$ cat src/rtl/mem_access_pkg.sv
// mem_access_pkg: shared definitions for the memory-stage load/store unit.
//   - funct3 encodings for access size and sign
//   - FSM state enum
//   - access-size decode helper (unlisted funct3 codes decode as word)
package mem_access_pkg;

  localparam logic [2:0] F3_B  = 3'b000;
  localparam logic [2:0] F3_H  = 3'b001;
  localparam logic [2:0] F3_W  = 3'b010;
  localparam logic [2:0] F3_BU = 3'b100;
  localparam logic [2:0] F3_HU = 3'b101;

  typedef enum logic [1:0] {
    IDLE = 2'b00,
    BUSY = 2'b01,
    DONE = 2'b10
  } state_t;

  typedef enum logic [1:0] {
    SZ_B = 2'b00,
    SZ_H = 2'b01,
    SZ_W = 2'b10
  } size_t;

  // Access width from funct3; 011/110/111 fall through to word.
  function automatic size_t f3_size(input logic [2:0] f3);
    size_t sz;
    case (f3)
      F3_B, F3_BU: sz = SZ_B;
      F3_H, F3_HU: sz = SZ_H;
      default:     sz = SZ_W;
    endcase
    return sz;
  endfunction

endpackage

$ cat src/rtl/load_formatter.sv
// load_formatter: combinational lane select and extension of a read word.
// Ports:
//   mem_rdata  in  32  raw word returned by the bus
//   funct3     in  3   access size/sign of the completed load
//   addr_lo    in  2   byte offset of the load within the word
//   load_data  out 32  selected byte/half, sign- or zero-extended; word passthrough
module load_formatter
  import mem_access_pkg::*;
(
  input  logic [31:0] mem_rdata,
  input  logic [2:0]  funct3,
  input  logic [1:0]  addr_lo,
  output logic [31:0] load_data
);

  logic [7:0]  byte_s;
  logic [15:0] half_s;

  // Pick the addressed byte/half and extend according to funct3.
  always_comb begin
    byte_s    = mem_rdata[{addr_lo, 3'b000} +: 8];
    half_s    = addr_lo[1] ? mem_rdata[31:16] : mem_rdata[15:0];
    load_data = mem_rdata;
    case (funct3)
      F3_B:    load_data = {{24{byte_s[7]}}, byte_s};
      F3_BU:   load_data = {24'h00_0000, byte_s};
      F3_H:    load_data = {{16{half_s[15]}}, half_s};
      F3_HU:   load_data = {16'h0000, half_s};
      default: load_data = mem_rdata;
    endcase
  end

endmodule

$ cat src/rtl/mem_access_unit.sv
// mem_access_unit: memory-stage load/store unit with a single-outstanding
// req/ack data bus.
// Ports:
//   clk, rst           clock; asynchronous active-high reset
//   rd_en, wr_en       load/store request of the instruction in the memory stage
//   funct3, addr       access size/sign and byte address
//   wdata              right-aligned store data
//   mem_req/we/addr/wdata/wstrb  registered bus request, held until mem_ack
//   mem_ack, mem_rdata bus completion pulse and read word
//   stall              freeze upstream pipeline (combinational)
//   load_data/valid    registered formatted load result and its one-cycle valid
//   ld/st_misalign     misaligned access exceptions (combinational, IDLE only)
module mem_access_unit
  import mem_access_pkg::*;
(
  input  logic        clk,
  input  logic        rst,
  input  logic        rd_en,
  input  logic        wr_en,
  input  logic [2:0]  funct3,
  input  logic [31:0] addr,
  input  logic [31:0] wdata,
  output logic        mem_req,
  output logic        mem_we,
  output logic [31:0] mem_addr,
  output logic [31:0] mem_wdata,
  output logic [3:0]  mem_wstrb,
  input  logic        mem_ack,
  input  logic [31:0] mem_rdata,
  output logic        stall,
  output logic [31:0] load_data,
  output logic        load_valid,
  output logic        ld_misalign,
  output logic        st_misalign
);

  state_t      state_r;
  state_t      state_nx_s;
  size_t       size_s;
  logic        req_s;
  logic        store_s;
  logic        mis_s;
  logic [3:0]  strb_s;
  logic [31:0] lane_data_s;
  logic        issue_s;
  logic        load_done_s;
  logic [2:0]  funct3_r;
  logic [1:0]  addr_lo_r;
  logic [31:0] fmt_data_s;

  // A store wins when both enables are set.
  assign req_s       = rd_en | wr_en;
  assign store_s     = wr_en;
  assign size_s      = f3_size(funct3);
  assign issue_s     = (state_r == IDLE) && (state_nx_s == BUSY);
  assign load_done_s = (state_r == BUSY) && mem_ack && !mem_we;

  // Alignment check on the incoming address for the decoded access size.
  always_comb begin
    mis_s = 1'b0;
    case (size_s)
      SZ_H:    mis_s = addr[0];
      SZ_W:    mis_s = (addr[1:0] != 2'b00);
      default: mis_s = 1'b0;
    endcase
  end

  // Byte-lane strobes and lane-replicated store data.
  always_comb begin
    strb_s      = 4'b1111;
    lane_data_s = wdata;
    case (size_s)
      SZ_B: begin
        strb_s      = 4'b0001 << addr[1:0];
        lane_data_s = {4{wdata[7:0]}};
      end
      SZ_H: begin
        strb_s      = 4'b0011 << addr[1:0];
        lane_data_s = {2{wdata[15:0]}};
      end
      default: begin
        strb_s      = 4'b1111;
        lane_data_s = wdata;
      end
    endcase
  end

  // Next-state, stall and misalignment flags.
  always_comb begin
    state_nx_s  = state_r;
    stall       = 1'b0;
    ld_misalign = 1'b0;
    st_misalign = 1'b0;
    case (state_r)
      IDLE: begin
        if (req_s) begin
          if (mis_s) begin
            // Misaligned: flag only, no bus access, stay in IDLE.
            ld_misalign = ~store_s;
            st_misalign = store_s;
            state_nx_s  = IDLE;
          end else begin
            stall      = 1'b1;
            state_nx_s = BUSY;
          end
        end else begin
          state_nx_s = IDLE;
        end
      end
      BUSY: begin
        stall = 1'b1;
        if (mem_ack) begin
          state_nx_s = DONE;
        end else begin
          state_nx_s = BUSY;
        end
      end
      // The completed instruction is still presented here; ignore its enables.
      DONE:    state_nx_s = IDLE;
      default: state_nx_s = IDLE;
    endcase
  end

  // State register.
  always_ff @(posedge clk or posedge rst) begin
    if (rst) begin
      state_r <= IDLE;
    end else begin
      state_r <= state_nx_s;
    end
  end

  // Bus request registers, latched access attributes and load result.
  always_ff @(posedge clk or posedge rst) begin
    if (rst) begin
      mem_req    <= 1'b0;
      mem_we     <= 1'b0;
      mem_addr   <= 32'h0000_0000;
      mem_wdata  <= 32'h0000_0000;
      mem_wstrb  <= 4'b0000;
      funct3_r   <= 3'b000;
      addr_lo_r  <= 2'b00;
      load_data  <= 32'h0000_0000;
      load_valid <= 1'b0;
    end else begin
      mem_req    <= (state_nx_s == BUSY);
      load_valid <= load_done_s;
      if (issue_s) begin
        mem_we    <= store_s;
        mem_addr  <= {addr[31:2], 2'b00};
        mem_wdata <= lane_data_s;
        mem_wstrb <= store_s ? strb_s : 4'b0000;
        funct3_r  <= funct3;
        addr_lo_r <= addr[1:0];
      end
      if (load_done_s) begin
        load_data <= fmt_data_s;
      end
    end
  end

  load_formatter u_load_formatter (
    .mem_rdata (mem_rdata),
    .funct3    (funct3_r),
    .addr_lo   (addr_lo_r),
    .load_data (fmt_data_s)
  );

endmodule

$ cat config.mk
export PLATFORM = sky130hd
export DESIGN_NAME = mem_access_unit
export DESIGN_NICKNAME = d
export VERILOG_FILES = /design/src/rtl/mem_access_pkg.sv /design/src/rtl/load_formatter.sv /design/src/rtl/mem_access_unit.sv
export SDC_FILE = /design/constraint.sdc
export NUM_CORES = 1
export LEC_CHECK = 0
export BUFFER_PORTS_ARGS = -buffer_cell sky130_fd_sc_hd__buf_2
export CAP_MARGIN = 10
export CELL_PAD_IN_SITES_DETAIL_PLACEMENT = 1
export CELL_PAD_IN_SITES_GLOBAL_PLACEMENT = 1
export CORE_MARGIN = 4
export CORE_UTILIZATION = 36
export DETAILED_ROUTE_END_ITERATION = 10
export GPL_ROUTABILITY_DRIVEN = 0
export PLACE_DENSITY_LB_ADDON = 0.1
export SLEW_MARGIN = 20
export SYNTH_ARGS = -nofsm -noshare
export SYNTH_HDL_FRONTEND = slang
export SYNTH_SLANG_ARGS = --single-unit
$ cat constraint.sdc
create_clock -name clk -period 3.5 [get_ports clk]
set_input_delay 0.175 -clock clk [delete_from_list [all_inputs] [get_ports clk]]
set_output_delay 0.175 -clock clk [all_outputs]
set_load 0.05 [all_outputs]
==> summary.md <==
| Metric | Value |
|---|---|
| Total congestion overflow | 0 |
| Launching point of the worst reg2reg path | state_r[1] |
| Cells on Worst Hold Path | 2 |
| Most common cell after layout, fill and taps aside | sky130_fd_sc_hd__buf_2 |
| Leakage | approximately 3.2 nW |
| Reg-to-reg critical path endpoint | load_data[30] |
| Net switching power | 3.33 mW |
| Synthesized instance count | approximately 450 |
| Count of different cell masters after synthesis | 36 |
| Path category of the worst min-delay check | in -> reg |
| Cell internal pwr | 3.19 mW |
| Clock network power share | 15.7% |
| Seq cells post-synth | between 100 and 150 |
| Post-Layout Cell Count | just over 800 |
| Count of buffers added by post-CTS timing repair for setup | 0 |
| Total negative slack for setup checks | 0 ns |
| VDD IR-drop max | 0.477 mV |
| Global-route wire length before repair | 24,000 um |
| Switching share of total power | 51.0% |
| Power share of the combinational group | 52.7% |
| Port Buffers | 207 |
| Maximum buffer depth of the clock tree | 2 |
| Number of vias per cell after detailed routing | 5.06 |
| Type of origin of the critical path | register |
| Core Rows | 42 |
| Combined global-route utilization of all metal layers | 19.0% |
| Post-route setup slack | 1.09 ns |
| Number of detailed-route iterations in the first pass | 4 |
| Count of pins on the block boundary | 210 |
| Result of the run | complete, no violations |
| Via count of the first global-routing pass | 4,571 |
| Data required time at the worst endpoint | approximately 3.3 ns |
| Worst min-delay path startpoint | mem_ack |
| Sequential share of the synthesized area | 54.3% |
| Final Hold Violating Endpoints | 0 |
| Cell area after synthesis | around 5000 um^2 |
| Final setup violation count | 0 |
| Top achievable clock speed | ~0.42 GHz |
| Synthesis-to-layout area growth | 30.3% |
| Arrival time worst endpoint | 2.23 ns |
| Transition at the pin with the smallest max-transition slack | 1.08 ns |
| Overall die height | 126 um |
| Worst Setup End Kind | output pin |
| Avg WL per Cell | between 15 and 20 um |
| RSZ-0062 raised after global routing | no |
| Worst Clk Skew | roughly 0.0072 ns |
| Clock latency reported for the late side of the worst-skew pair | ~0.35 ns |
| Reg2Reg Setup Slack | 1.32 ns |
| Detailed-route via count | 4,175 |
| Min Tclk post-route | 2.41 ns |
| Max-Slew Margin vs Limit | roughly 28% |
| Placeable core region | 13,400 um^2 |
| Relative contribution of sequential cells to total power | 31.6% |
| Pwr Density | 1000 nW/um^2 |
| Die Footprint | between 15,000 and 20,000 um^2 |
| Number of clock buffers inserted by TritonCTS | 9 |
| Post-cts repair resize count | 0 |
| Number of cells traversed by the worst register-to-register path | 7 |
| H-tree level count | 3 |
| Clk sink count | 108 |
| Top fanout value on the critical path | 20 |
| Worst Path Class, Setup | reg -> out |
| Pre-CTS WS | 1.31 ns |
| Antenna violation net count after detailed routing | 0 |
| Clock tree root buffer cell | sky130_fd_sc_hd__clkbuf_16 |
| Reg clk slew, reported paths | 0.07 ns |
| Hpwl dp | ~11,000 um |
| Initial core utilization | 37.1% |
| Number of synthesis warnings | 0 |
| Number of antenna violations at the first check in global routing | 1 |
| Max-capacitance violation count | 0 |
| Commonest cells after routing, fill and taps aside | sky130_fd_sc_hd__buf_2, sky130_fd_sc_hd__dfrtp_1, sky130_fd_sc_hd__nand2_1, sky130_fd_sc_hd__mux2_2, sky130_fd_sc_hd__nand3_1 |
| DRC violation count after routing | 0 |
| First-iteration detailed-routing DRC count | 232 |
| Mapped Avg Cell Area | approximately 11 um^2 |
| Chip Width | 126 um |
| Antenna Diode Count | 0 |
| Count of final max-slew check failures | 0 |
| Maximum number of pins on one net before global-route repair | 62 |
| Destination of the worst hold path | mem_req |
| Share of the clock period used by the worst path | approximately 70% |
| Placed cell count | 808 |
| Routed Wire Length | 14,900 um |
| Hold-fix buffers at CTS | 1 |
| CTS tree | built |
| Final net count | roughly 750 |
| Fraction of layout cells with a size suffix above 1 | 45.9% |
-- cell type report --
cell class | instances | area, um^2
repair buffers | 217 | 1150
clock inverters | 5 | 61.3
fillers | 1550 | 6920
multi-input cells | 305 | 2100
flip-flops and latches | 108 | 2700
well taps | 176 | 220
inverters | 3 | 18.8
clock buffers | 11 | 233
-- power by group through the flow --
stage	logic (mW)	registers [mW]	clock network, mW
detailed placement	3.47	2.09	0
floorplan	0.890	3.75	0
finish	3.43	2.06	1.02
CTS	3.47	2.07	1.06
global placement	3.40	2.05	0
global route	3.63	2.14	1.12
-- worst max-delay path: stages (launching register included) --
cell and delay, ns:
sky130_fd_sc_hd__dfrtp_1 0.39, sky130_fd_sc_hd__nor2_1 0.35, sky130_fd_sc_hd__o2111ai_4 0.47, sky130_fd_sc_hd__buf_16 0.33, sky130_fd_sc_hd__nand2_1 0.08, sky130_fd_sc_hd__buf_2 0.26
-- cells in the mapped netlist (all sizes together) --
cell       n  area (um^2)
a32o       1         10.0
and2       1         6.26
dfrtp    108         2700
nor2      15         56.3
o21ai     36          180
inv        2         7.51
clkinv     1         8.76
clkbuf    30          113
nand3b    16          120
conb       1         3.75
buf        7         63.8
a22oi      1         7.51
mux2      52          586
a31oi      8         50.1
xor2       1         8.76
nor2b      1         6.26
and3b      1         8.76
nand3     47          285
mux2i     24          240
o21ba      1         10.0
nor3       2         10.0
nand2     57          214
o22a       1         8.76
o2111ai    1         8.76
nand2b     5         38.8
a221o      8         80.1
or4        1         11.3
o21a       1         7.51
xnor2      1         8.76
o31ai      3         22.5
o22ai      1         6.26
a21oi     17         85.1
-- registers in the layout (all words and copies together), names as in the netlist --
name        count
mem_wdata      32
load_data      32
load_valid      1
state_r         2
addr_lo_r       2
funct3_r        3
mem_we          1
mem_wstrb       4
mem_req         1
mem_addr       30
-- cell families (layout without fill, tap and decap cells) --
logic type	Yosys count	in the layout	share of synthesized area, %
buffers and inverters	40	236	3.87
DFF	108	108	54.3
other	1	2	0.0754
muxes	76	76	16.6
AOI/OAI and AO/OA	79	79	9.58
and+or+nand+nor	146	146	15.2
xor gates and xnor gates	2	2	0.352
-- metal layers --
layer	track usage [%]	vias up	share of wire, %
met5	0	-	0.047
met4	5.23	2	1.0
met3	5.93	11	7.8
met2	32.6	131	50
met1	23.1	2050	41
li1	-	1981	-
-- worst max-delay path by stage --
stage | from | cells past startpoint | endpoint
3_3_place_gp | funct3[0] | 5 | mem_addr[30]
4_1_cts | state_r[1] | 5 | stall
5_1_grt | state_r[0] | 5 | stall
6_report | state_r[1] | 5 | stall
3_5_place_dp | state_r[1] | 7 | load_data[30]
2_1_floorplan | rst | 1 | addr_lo_r[0]
-- stage by stage --
| stage | total power [mW] | cell area, um^2 | utilization, % | hold slack (ns) |
|---|---|---|---|---|
| after floorplan | 4.64 | 4980 | - | 0.271 |
| after global placement | 5.45 | 6150 | 45.9 | 0.356 |
| after CTS | 6.60 | 6480 | 48.4 | 0.0328 |
| final | 6.52 | 6480 | 48.4 | 0.0442 |
| after detailed placement | 5.56 | 6180 | 46.1 | 0.367 |
| after global routing | 6.88 | 6480 | 48.4 | 0.0453 |
Power figures use the tool's default switching activity.
